<file path="src/rtl/axil_stream_bridge_pkg.sv">
// Shared definitions for the AXI4-Lite to valid/ready stream bridge.
//   RESP_*      : AXI response codes driven on bresp/rresp
//   tag_e       : per-request tag held in the ordering FIFOs
//   stream_hs_t : stream convention, payload qualified by valid and
//                 transferred on a cycle where valid && ready
package axil_stream_bridge_pkg;

  localparam logic [1:0] RESP_OKAY   = 2'b00;
  localparam logic [1:0] RESP_SLVERR = 2'b10;

  typedef enum logic {
    TAG_OKAY = 1'b0,
    TAG_ERR  = 1'b1
  } tag_e;

  typedef struct packed {
    logic valid;
    logic ready;
  } stream_hs_t;

endpackage

</file>
<file path="src/rtl/axil_stream_bridge_tag.sv">
// tag_fifo: 1-bit ordering FIFO recording whether each accepted request
// was forwarded (TAG_OKAY) or rejected locally (TAG_ERR).
//   clk, rst        : clock, synchronous active-high reset
//   push, push_tag  : enqueue a tag (ignored when full)
//   pop             : dequeue the head (ignored when empty)
//   full, empty     : occupancy flags
//   head            : tag at the head of the FIFO
module tag_fifo
  import axil_stream_bridge_pkg::*;
#(
  parameter int unsigned DEPTH = 4
) (
  input  logic clk,
  input  logic rst,
  input  logic push,
  input  tag_e push_tag,
  input  logic pop,
  output logic full,
  output logic empty,
  output tag_e head
);

  localparam int unsigned PW = (DEPTH > 1) ? $clog2(DEPTH) : 1;
  localparam int unsigned CW = $clog2(DEPTH + 1);

  logic [DEPTH-1:0] mem_q, mem_d;
  logic [PW-1:0]    wr_ptr_q, wr_ptr_d;
  logic [PW-1:0]    rd_ptr_q, rd_ptr_d;
  logic [CW-1:0]    count_q, count_d;
  logic             do_push, do_pop;

  assign full  = (count_q == CW'(DEPTH));
  assign empty = (count_q == '0);
  assign head  = tag_e'(mem_q[rd_ptr_q]);

  // Push is gated on the pre-pop occupancy, so a pop never makes room
  // for a push in the same cycle.
  always_comb begin
    do_push  = push && !full;
    do_pop   = pop && !empty;
    mem_d    = mem_q;
    wr_ptr_d = wr_ptr_q;
    rd_ptr_d = rd_ptr_q;
    count_d  = count_q;
    if (do_push) begin
      mem_d[wr_ptr_q] = push_tag;
      wr_ptr_d        = wr_ptr_q + PW'(1);
    end
    if (do_pop) begin
      rd_ptr_d = rd_ptr_q + PW'(1);
    end
    case ({do_push, do_pop})
      2'b10:   count_d = count_q + CW'(1);
      2'b01:   count_d = count_q - CW'(1);
      default: count_d = count_q;
    endcase
  end

  always_ff @(posedge clk) begin
    if (rst) begin
      mem_q    <= '0;
      wr_ptr_q <= '0;
      rd_ptr_q <= '0;
      count_q  <= '0;
    end else begin
      mem_q    <= mem_d;
      wr_ptr_q <= wr_ptr_d;
      rd_ptr_q <= rd_ptr_d;
      count_q  <= count_d;
    end
  end

endmodule

</file>
<file path="src/rtl/axil_stream_bridge.sv">
// axil_stream_bridge: AXI4-Lite slave front-end feeding a word-addressed
// map block over valid/ready streams. Unaligned, out-of-range and
// partial-strobe accesses are answered locally with SLVERR; responses
// stay in request order via one tag FIFO per direction.
//   s_aw*/s_w*/s_b*/s_ar*/s_r* : AXI4-Lite slave channels
//   sWA/sW  (+valid/ready)     : write word index / write data to map
//   sB_valid/sB_ready          : null-stream write acknowledge from map
//   sRA     (+valid/ready)     : read word index to map
//   sR      (+valid/ready)     : read data from map
module axil_stream_bridge
  import axil_stream_bridge_pkg::*;
#(
  parameter int unsigned AXI_ADDR_N = 16,
  parameter int unsigned ADDR_N     = 10,
  parameter int unsigned DATA_N     = 32,
  parameter int unsigned DEPTH      = 1000,
  parameter int unsigned MAX_OUT    = 4
) (
  input  logic                  clk,
  input  logic                  rst,
  input  logic [AXI_ADDR_N-1:0] s_awaddr,
  input  logic                  s_awvalid,
  output logic                  s_awready,
  input  logic [DATA_N-1:0]     s_wdata,
  input  logic [3:0]            s_wstrb,
  input  logic                  s_wvalid,
  output logic                  s_wready,
  output logic [1:0]            s_bresp,
  output logic                  s_bvalid,
  input  logic                  s_bready,
  input  logic [AXI_ADDR_N-1:0] s_araddr,
  input  logic                  s_arvalid,
  output logic                  s_arready,
  output logic [DATA_N-1:0]     s_rdata,
  output logic [1:0]            s_rresp,
  output logic                  s_rvalid,
  input  logic                  s_rready,
  output logic [ADDR_N-1:0]     sWA,
  output logic                  sWA_valid,
  input  logic                  sWA_ready,
  output logic [DATA_N-1:0]     sW,
  output logic                  sW_valid,
  input  logic                  sW_ready,
  input  logic                  sB_valid,
  output logic                  sB_ready,
  output logic [ADDR_N-1:0]     sRA,
  output logic                  sRA_valid,
  input  logic                  sRA_ready,
  input  logic [DATA_N-1:0]     sR,
  input  logic                  sR_valid,
  output logic                  sR_ready
);

  localparam logic [AXI_ADDR_N-1:0] DEPTH_W = AXI_ADDR_N'(DEPTH);

  logic                  aw_full_q, aw_full_d;
  logic [AXI_ADDR_N-1:0] aw_addr_q, aw_addr_d;
  logic                  w_full_q, w_full_d;
  logic [DATA_N-1:0]     w_data_q, w_data_d;
  logic [3:0]            w_strb_q, w_strb_d;
  logic                  ar_full_q, ar_full_d;
  logic [AXI_ADDR_N-1:0] ar_addr_q, ar_addr_d;
  logic                  wa_done_q, wa_done_d;
  logic                  w_done_q, w_done_d;

  logic [AXI_ADDR_N-1:0] aw_word, ar_word;
  logic wr_err, rd_err, wr_issue, rd_issue, wr_done, rd_done;
  logic wtag_full, wtag_empty, rtag_full, rtag_empty;
  tag_e wtag_head, rtag_head;
  logic wtag_pop, rtag_pop;

  assign aw_word = {2'b00, aw_addr_q[AXI_ADDR_N-1:2]};
  assign ar_word = {2'b00, ar_addr_q[AXI_ADDR_N-1:2]};
  assign wr_err  = (aw_addr_q[1:0] != 2'b00) || (aw_word >= DEPTH_W) || (w_strb_q != 4'hF);
  assign rd_err  = (ar_addr_q[1:0] != 2'b00) || (ar_word >= DEPTH_W);

  assign s_awready = !rst && !aw_full_q;
  assign s_wready  = !rst && !w_full_q;
  assign s_arready = !rst && !ar_full_q;

  assign sWA = aw_addr_q[ADDR_N+1:2];
  assign sW  = w_data_q;
  assign sRA = ar_addr_q[ADDR_N+1:2];

  assign wr_issue  = aw_full_q && w_full_q && !wtag_full;
  assign rd_issue  = ar_full_q && !rtag_full;
  assign sWA_valid = !rst && wr_issue && !wr_err && !wa_done_q;
  assign sW_valid  = !rst && wr_issue && !wr_err && !w_done_q;
  assign sRA_valid = !rst && rd_issue && !rd_err;

  // A forwarded write retires once both AW and W streams have handshaken,
  // in either order; a rejected one retires as soon as it is issued.
  assign wr_done = wr_issue &&
                   (wr_err || ((wa_done_q || (sWA_valid && sWA_ready)) &&
                               (w_done_q  || (sW_valid  && sW_ready))));
  assign rd_done = rd_issue && (rd_err || (sRA_valid && sRA_ready));

  always_comb begin
    aw_full_d = aw_full_q;
    aw_addr_d = aw_addr_q;
    w_full_d  = w_full_q;
    w_data_d  = w_data_q;
    w_strb_d  = w_strb_q;
    ar_full_d = ar_full_q;
    ar_addr_d = ar_addr_q;
    wa_done_d = wa_done_q;
    w_done_d  = w_done_q;

    if (s_awvalid && s_awready) begin
      aw_full_d = 1'b1;
      aw_addr_d = s_awaddr;
    end
    if (s_wvalid && s_wready) begin
      w_full_d = 1'b1;
      w_data_d = s_wdata;
      w_strb_d = s_wstrb;
    end
    if (s_arvalid && s_arready) begin
      ar_full_d = 1'b1;
      ar_addr_d = s_araddr;
    end

    if (wr_done) begin
      aw_full_d = 1'b0;
      w_full_d  = 1'b0;
      wa_done_d = 1'b0;
      w_done_d  = 1'b0;
    end else begin
      wa_done_d = wa_done_q || (sWA_valid && sWA_ready);
      w_done_d  = w_done_q  || (sW_valid  && sW_ready);
    end

    if (rd_done) begin
      ar_full_d = 1'b0;
    end
  end

  always_ff @(posedge clk) begin
    if (rst) begin
      aw_full_q <= 1'b0;
      aw_addr_q <= '0;
      w_full_q  <= 1'b0;
      w_data_q  <= '0;
      w_strb_q  <= '0;
      ar_full_q <= 1'b0;
      ar_addr_q <= '0;
      wa_done_q <= 1'b0;
      w_done_q  <= 1'b0;
    end else begin
      aw_full_q <= aw_full_d;
      aw_addr_q <= aw_addr_d;
      w_full_q  <= w_full_d;
      w_data_q  <= w_data_d;
      w_strb_q  <= w_strb_d;
      ar_full_q <= ar_full_d;
      ar_addr_q <= ar_addr_d;
      wa_done_q <= wa_done_d;
      w_done_q  <= w_done_d;
    end
  end

  // Response channels: head tag selects local SLVERR or map pass-through.
  always_comb begin
    s_bvalid = 1'b0;
    s_bresp  = RESP_OKAY;
    sB_ready = 1'b0;
    if (!rst && !wtag_empty) begin
      if (wtag_head == TAG_ERR) begin
        s_bvalid = 1'b1;
        s_bresp  = RESP_SLVERR;
      end else begin
        s_bvalid = sB_valid;
        sB_ready = s_bready;
      end
    end
  end

  always_comb begin
    s_rvalid = 1'b0;
    s_rresp  = RESP_OKAY;
    s_rdata  = '0;
    sR_ready = 1'b0;
    if (!rst && !rtag_empty) begin
      if (rtag_head == TAG_ERR) begin
        s_rvalid = 1'b1;
        s_rresp  = RESP_SLVERR;
      end else begin
        s_rvalid = sR_valid;
        s_rdata  = sR;
        sR_ready = s_rready;
      end
    end
  end

  assign wtag_pop = s_bvalid && s_bready;
  assign rtag_pop = s_rvalid && s_rready;

  tag_fifo #(.DEPTH(MAX_OUT)) u_wtag (
    .clk      (clk),
    .rst      (rst),
    .push     (wr_done),
    .push_tag (wr_err ? TAG_ERR : TAG_OKAY),
    .pop      (wtag_pop),
    .full     (wtag_full),
    .empty    (wtag_empty),
    .head     (wtag_head)
  );

  tag_fifo #(.DEPTH(MAX_OUT)) u_rtag (
    .clk      (clk),
    .rst      (rst),
    .push     (rd_done),
    .push_tag (rd_err ? TAG_ERR : TAG_OKAY),
    .pop      (rtag_pop),
    .full     (rtag_full),
    .empty    (rtag_empty),
    .head     (rtag_head)
  );

endmodule
</file>
<file path="config.mk">
export PLATFORM = sky130hd
export DESIGN_NAME = axil_stream_bridge
export DESIGN_NICKNAME = d
export VERILOG_FILES = /design/src/rtl/axil_stream_bridge_pkg.sv /design/src/rtl/axil_stream_bridge_tag.sv /design/src/rtl/axil_stream_bridge.sv
export SDC_FILE = /design/constraint.sdc
export NUM_CORES = 1
export LEC_CHECK = 0
export BUFFER_PORTS_ARGS = -buffer_cell sky130_fd_sc_hd__buf_2
export CAP_MARGIN = 20
export CORE_MARGIN = 1
export CORE_UTILIZATION = 46
export CTS_BUF_LIST = sky130_fd_sc_hd__clkbuf_4 sky130_fd_sc_hd__clkbuf_8 sky130_fd_sc_hd__clkbuf_16
export CTS_CLUSTER_DIAMETER = 40
export DETAILED_ROUTE_END_ITERATION = 8
export PLACE_DENSITY = 0.8
export REMOVE_ABC_BUFFERS = 1
export SYNTH_ARGS = -nofsm -noshare
export SYNTH_HDL_FRONTEND = slang
export SYNTH_SLANG_ARGS = --single-unit
</file>
<file path="constraint.sdc">
create_clock -name clk -period 3.2 [get_ports clk]
set_input_delay 0.16 -clock clk [delete_from_list [all_inputs] [get_ports clk]]
set_output_delay 0.16 -clock clk [all_outputs]
set_load 0.02 [all_outputs]
</file>
* Word-level counts from Yosys, hierarchy flattened
Cells that the tools add are included.
** Word-level totals
- Output and inout bits :: 98
- Bits in registers :: 95
- Word-level logic and storage cells :: 126
- Memories :: 0
- Input bits :: 112
- Memory bits (writable) :: 0
- Memory bits (read-only) :: 0
- Bits in latches :: 0
** Operators by class
- Magnitude comparators :: 8
- Add/sub/neg operators :: 8
- Multipliers :: 0
- Multiplexer cells :: 28
- Bitwise logic cells :: 0
- Shift-type cells :: 0
- Equal/unequal tests :: 7
- Reduce and logical (&&, ||, !) cells :: 58
- Divide/modulo/power cells :: 0
** Operators by type and width (number)
- 32-bit 2-to-1 mux :: 2
- 1-bit logical AND :: 31
- 14-bit by 10-bit greater-or-equal comparator with 1-bit output, second input constant :: 2
- 1-bit 2-to-1 mux :: 14
- 1-bit zero test :: 12
- 2-bit by 3-bit less-than comparator with 1-bit output, second input constant :: 4
- 3-bit one-hot mux with 2 select lines :: 2
- 2-bit by 1-bit adder with 2-bit output, second input constant :: 4
- 4-bit bitwise mux :: 2
- 2-bit 2-to-1 mux :: 4
- 2-bit nonzero test :: 4
- 1-bit logical OR :: 7
- 3-bit by 1-bit adder with 3-bit output, second input constant :: 2
- 3-bit == test, second input constant :: 2
- 3-bit zero test :: 2
- 3-bit by 1-bit subtractor with 3-bit output, second input constant :: 2
- 1-bit binary-select mux with 2-bit select :: 2
- 1-bit demux with 2-bit select :: 2
- 2-bit by 1-bit == test with 1-bit output, second input constant :: 2
- 2-bit == test, second input constant :: 2
- 2-bit by 1-bit greater-or-equal comparator with 1-bit output, second input constant :: 2
- 4-bit inequality test, second input constant :: 1
- 2-bit OR reduction :: 2

* Depth between registers and ports, before layout
- Depth after elaboration :: 14
- Depth in mapped cells :: 11
- Mapped depth without buffers :: 10

* By module
A second synthesis with hierarchy kept.
** Unflattened totals
- Cell total of the unflattened synthesis :: 551
- Area total of the unflattened synthesis :: 4538.1 um^2
** Modules (own cells, without submodules)
- axil_stream_bridge :: instances 1, area each 3324.4 um^2, cells each 421, sequential area each 1461.4 um^2
- tag_fifo :: instances 2, area each 606.8 um^2, cells each 65, sequential area each 220.2 um^2

* Worst setup path before layout
Ideal clock, no wire load.
- Path type :: register -> register
- Start :: register ar_addr_q[1]
- End :: register u_rtag.count_q[2]
- Slack :: 798 ps
- Path buffers :: 1
- Clock period less this slack :: 2402 ps
- Cell stages (with the launch flop) :: 12
- Data arrival time :: 2331 ps
- Library setup time :: 71 ps
- Path through :: dfxtp_1 > nor4_1 > nand2_1 > o311a_1 > buf_2 > inv_1 > ha_1 > inv_1 > fa_1 > xor2_1 > or3_1 > a21oi_1
** On the way
- Word-level cells in the longest chain between the ends :: 10
- Elaborated cells on any way between the ends :: 12
** RTL lines
- start: declaration :: line axil_stream_bridge.sv:62 : logic [AXI_ADDR_N-1:0] ar_addr_q, ar_addr_d;
- start signal: assignment :: line axil_stream_bridge.sv:156 : ar_addr_q <= ar_addr_d;
- 2-bit nonzero test (*) :: line axil_stream_bridge.sv:75 : assign rd_err = (ar_addr_q[1:0] != 2'b00) || (ar_word >= DEPTH_W);
- 1-bit logical OR (*) :: line axil_stream_bridge.sv:75
- 1-bit zero test :: line axil_stream_bridge.sv:89 : assign sRA_valid = !rst && rd_issue && !rd_err;
- 1-bit logical AND :: line axil_stream_bridge.sv:89
- 1-bit logical AND :: line axil_stream_bridge.sv:96 : assign rd_done = rd_issue && (rd_err || (sRA_valid && sRA_ready));
- 1-bit logical OR (*) :: line axil_stream_bridge.sv:96
- 1-bit logical AND (*) :: line axil_stream_bridge.sv:96
- 1-bit logical AND (*) :: line axil_stream_bridge_tag.sv:39 : do_push = push && !full;
- 2-bit by 1-bit == test with 1-bit output or 2-bit == test (tied branches) :: line axil_stream_bridge_tag.sv:52 : case ({do_push, do_pop})
- 3-bit one-hot mux with 2 select lines or 2-bit nonzero test (tied branches)
- end signal: assignment :: line axil_stream_bridge_tag.sv:69 : count_q <= count_d;
- end: declaration :: line axil_stream_bridge_tag.sv:29 : logic [CW-1:0] count_q, count_d;
Every way passes the cells marked *; elsewhere a longest branch is shown, timed or not.
A chain may end at the register's enable or synchronous reset.

* Final worst setup path
Same ends and word-level chain as after synthesis.

==> results.md <==
STA:
- The worst path in the final design needs a cycle of 2638 ps, including I/O delays and setup.
- Hold is met by 7.282 ps.
- Setup repair after global routing left no endpoint under its margin.
- Between clock sinks in the finished design, the worst skew comes to 16.14 ps.
- The count of final setup violators is 0.
- After routing, the total negative slack on setup checks comes to 0 ps.
- The total count of hold-check failures in the final report came to 0.
- Once routing completed, OpenROAD measured the worst setup slack at 562.4 ps.
- The worst pin sits at a relative slew slack of 31.52%.
- The maximum clock frequency is 379.1 MHz.
- The max-slew violation count is 0.
- The period utilization is 82.43%.
- The slew at the pin closest to its max-slew limit is 1027 ps.

Cells and area:
- The most common cell after layout, fill and taps aside is buf_2.
- The cell area after layout is 5919 µm².
- The core occupancy in the finished layout is 66.58%.
- In the layout the commonest cells are 207 x buf_2, 156 x nand2_1, 95 x dfxtp_1, 72 x o21ai_0, 47 x dlygate4sd3_1.
- The ratio of cells with drive above 1 in the final layout is 31.67%.
- Excluding fillers, the count of instances in the completed layout stands at 869.
- The synthesis-to-layout area growth is 37.21%.
- 0 antenna diodes ended up in the layout.
- The fill cell instance count of the final layout is 704.
- In the final design database the tool counted 880 nets.

Detailed routing:
- The vias per cell is 5.010.
- The detailed-route DRC error count is 0.
- The total wirelength of the detailed-routed design is 11580 µm.
- The average wire per standard cell is 13.32 µm.
- The number of DRC markers after the initial detailed-route iteration is 151.
- The number of vias in the routed layout is 4354.
- The number of antenna-violating nets in the routed design is 0.
- The number of search-and-repair iterations in the first detailed-routing pass is 5.

Place:
- The final RePlAce weighted congestion is 0.7887.
- The estimated wirelength of the detail-placed design is 7628 µm.
- The count of input and output buffers is 207.
- In this run the cell area measured after placement is 5225 µm².
- The pre-CTS setup slack is 581.8 ps.
- The number of cells in the design after placement is 806.

Yosys:
- After synthesis, the largest area contributor takes up 44.08% of total cell area.
- The count of warnings emitted by yosys is 0.
- The sequential-to-total area share from yosys stat is 44.08%.
- The proportion of register bits with asynchronous set or reset after synthesis is 0%.
- In this run, distinct cell masters in the synthesized netlist total 43.
- The cell count after synthesis is 540.
- The synthesis-stage register bit count is 95.
- After synthesis the cells add up to 4314 µm².
- By area the synthesized netlist is led by dfxtp_1 44%, nand2_1 14%, o21ai_0 8.4%, and2_1 5.4%, buf_4 3.8%.
- The number of flops mapped to enable cells by yosys is 0.
- A synthesized cell averages 7.989 µm².
- The commonest register cell after synthesis is dfxtp_1.
- The largest total area in the synthesized netlist belongs to dfxtp_1.

Floorplanning:
- In this run the standard cell core region covers 8891 µm².
- The die footprint is 9769 µm².
- In this run the core area contains 34 standard-cell rows.
- The die width is 98.84 µm.
- From bottom edge to top edge, the die measures 98.84 µm.
- The initial core utilization is 48.52%.
- The top-level I/O count is 210.

Min path:
- The cell depth of the worst hold path is 3.
- The path category of the worst min-delay check is in2reg.
- The startpoint identified for the worst hold timing path is s_awaddr[12].
- The worst hold path terminates at aw_addr_q[12].

Clocking:
- The total clock sinks is 95.
- The number of buffers on the longest clock path is 2.
- TritonCTS built the clock tree.
- The clock tree synthesis step divided the H-tree into 3 levels.
- The clock root buffer is clkbuf_8.
- The number of clock buffers added by TritonCTS is 9.
- Buffers added to address setup during post-CTS repair amount to 0.
- The clock transition at the registers of the reported paths is 100 ps.
- The clock latency of the later-clocked register in the worst-skew pair is 360 ps.

Power and ir drop:
- In this run the static leakage power is 2.776 nW.
- The final total power is 2.747 mW.
- In this run the power density over the cells is 464.0 nW/µm².
- The peak supply drop is 298.6 µV.

Setup path:
- STA classifies the critical path startpoint as a flop.
- The data arrival time of the critical path is 2920 ps.
- The worst setup path is captured at a flop.
- The endpoint identified for the worst register-to-register timing path is u_rtag.count_q[2].
- The critical setup path kind is reg2reg.
- The worst setup slack for register-to-register paths is 560 ps.
- The launching point of the worst reg2reg path is ar_addr_q[1].
- The data required time at the worst endpoint is 3480 ps.
- The peak fanout along the critical path is 8.
- Measured in cells, the most critical reg-to-reg path has a length of 10.

GRT:
- Across every metal layer, demand over resource in global routing totals 23.39%.
- In the global route stage, met1 resource usage came out at 25.98%.
- The number of antenna violations at the first check in global routing is 0.
- The final global-route overflow total is 0.
- The met3 layer usage reported by global route is 6.312%.
- The layer flagged by global routing as most heavily used is met2.
- Entering global routing, the biggest net connects 73 pins.
- The first-pass GRT wire length is 18550 µm.
- Global routing used 42.60% of the available met2 tracks.
- The number of global-route vias before repair came to 4116.

Run status:
- The flow ran to the end, and the final reports show no timing, DRC or antenna violations.

Job:
- Max-cap violations in this run came to 0.
## cell type report
| type | instances | area (µm²) | share of cell area, % |
|---|---|---|---|
| clock buffers | 10 | 131.4 | 2.219 |
| clock inverters | 6 | 92.59 | 1.564 |
| inverters | 12 | 45.04 | 0.7609 |
| multi-input cells | 380 | 2077 | 35.09 |
| flip-flops and latches | 95 | 1902 | 32.13 |
| well taps | 108 | 135.1 | 2.283 |
| repair buffers | 258 | 1536 | 25.96 |
## what timing repair did
action                    in CTS  in global routing
hold endpoints to repair      47                  0
hold buffers                  47                  0
gates resized for setup        0                  0
## flip-flops by register name, summed over array words and instances, names as in the netlist, 2 cells and up
signal and flops:
u_wtag.wr_ptr_q 2, sW 32, u_rtag.count_q 3, u_rtag.rd_ptr_q 2
aw_addr_q 16, u_wtag.rd_ptr_q 2, u_wtag.count_q 3, u_wtag.mem_q 4
u_rtag.mem_q 4, w_strb_q 4, ar_addr_q 16, u_rtag.wr_ptr_q 2
## metal layers
metal  vias to the layer above  routed length [µm]
met4                         0                 234
met5                         -                   0
met2                       209                5695
met3                        20                1027
met1                      1954                4622
li1                       2171                   -
## how the worst max path moves through the flow
stage | startpoint | to | slack (ps) | depth (start not counted)
after floorplan | ar_addr_q[1] | u_rtag.count_q[2] | 820 | 10
after global placement | ar_addr_q[1] | u_rtag.count_q[2] | 700 | 10
after detailed placement | ar_addr_q[1] | u_rtag.count_q[2] | 580 | 10
after CTS | ar_addr_q[1] | u_rtag.count_q[2] | 560 | 10
after global routing | ar_addr_q[1] | u_rtag.count_q[2] | 370 | 10
final | ar_addr_q[1] | u_rtag.count_q[2] | 560 | 10
## critical path: stages (launching register included)
cell,delay [ps]
dfxtp_1,320
nor4_1,320
nand2_1,140
o311a_1,480
inv_1,90
ha_1,170
inv_1,60
fa_1,380
xor2_1,150
or3_1,300
a21oi_1,150
## power by group
part	internal, mW	leakage (nW)	switching, mW
clock	0.453	0.107	0.429
sequential	1.26	0.779	0.0534
combinational	0.230	1.89	0.319
## synth_stat cells (2+ instances only)
cell type / count
nand2_1: 156
dfxtp_1: 95
o21ai_0: 72
and2_1: 37
nor2_1: 28
clkbuf_1: 23
buf_4: 22
inv_1: 11
ha_1: 10
nor3_1: 9
mux2i_1: 6
nor4_1: 6
xor2_1: 6
a21oi_1: 5
and3_1: 5
buf_2: 5
a31oi_1: 4
or3_1: 4
xnor2_1: 4
clkbuf_2: 3
nand4_1: 3
a41oi_2: 2
fa_1: 2
mux4_2: 2
o2111a_1: 2
## kinds of logic after synthesis
family	synth area share, %
AND/OR/NAND/NOR	26.86
flip-flops	44.08
AO/OA/AOI/OAI	12.79
buffers and inverters	7.888
adder cells (fa/ha/maj)	3.828
XOR/XNOR	2.030
multiplexers	2.436
other	0.08692
Power figures use the tool's default switching activity.
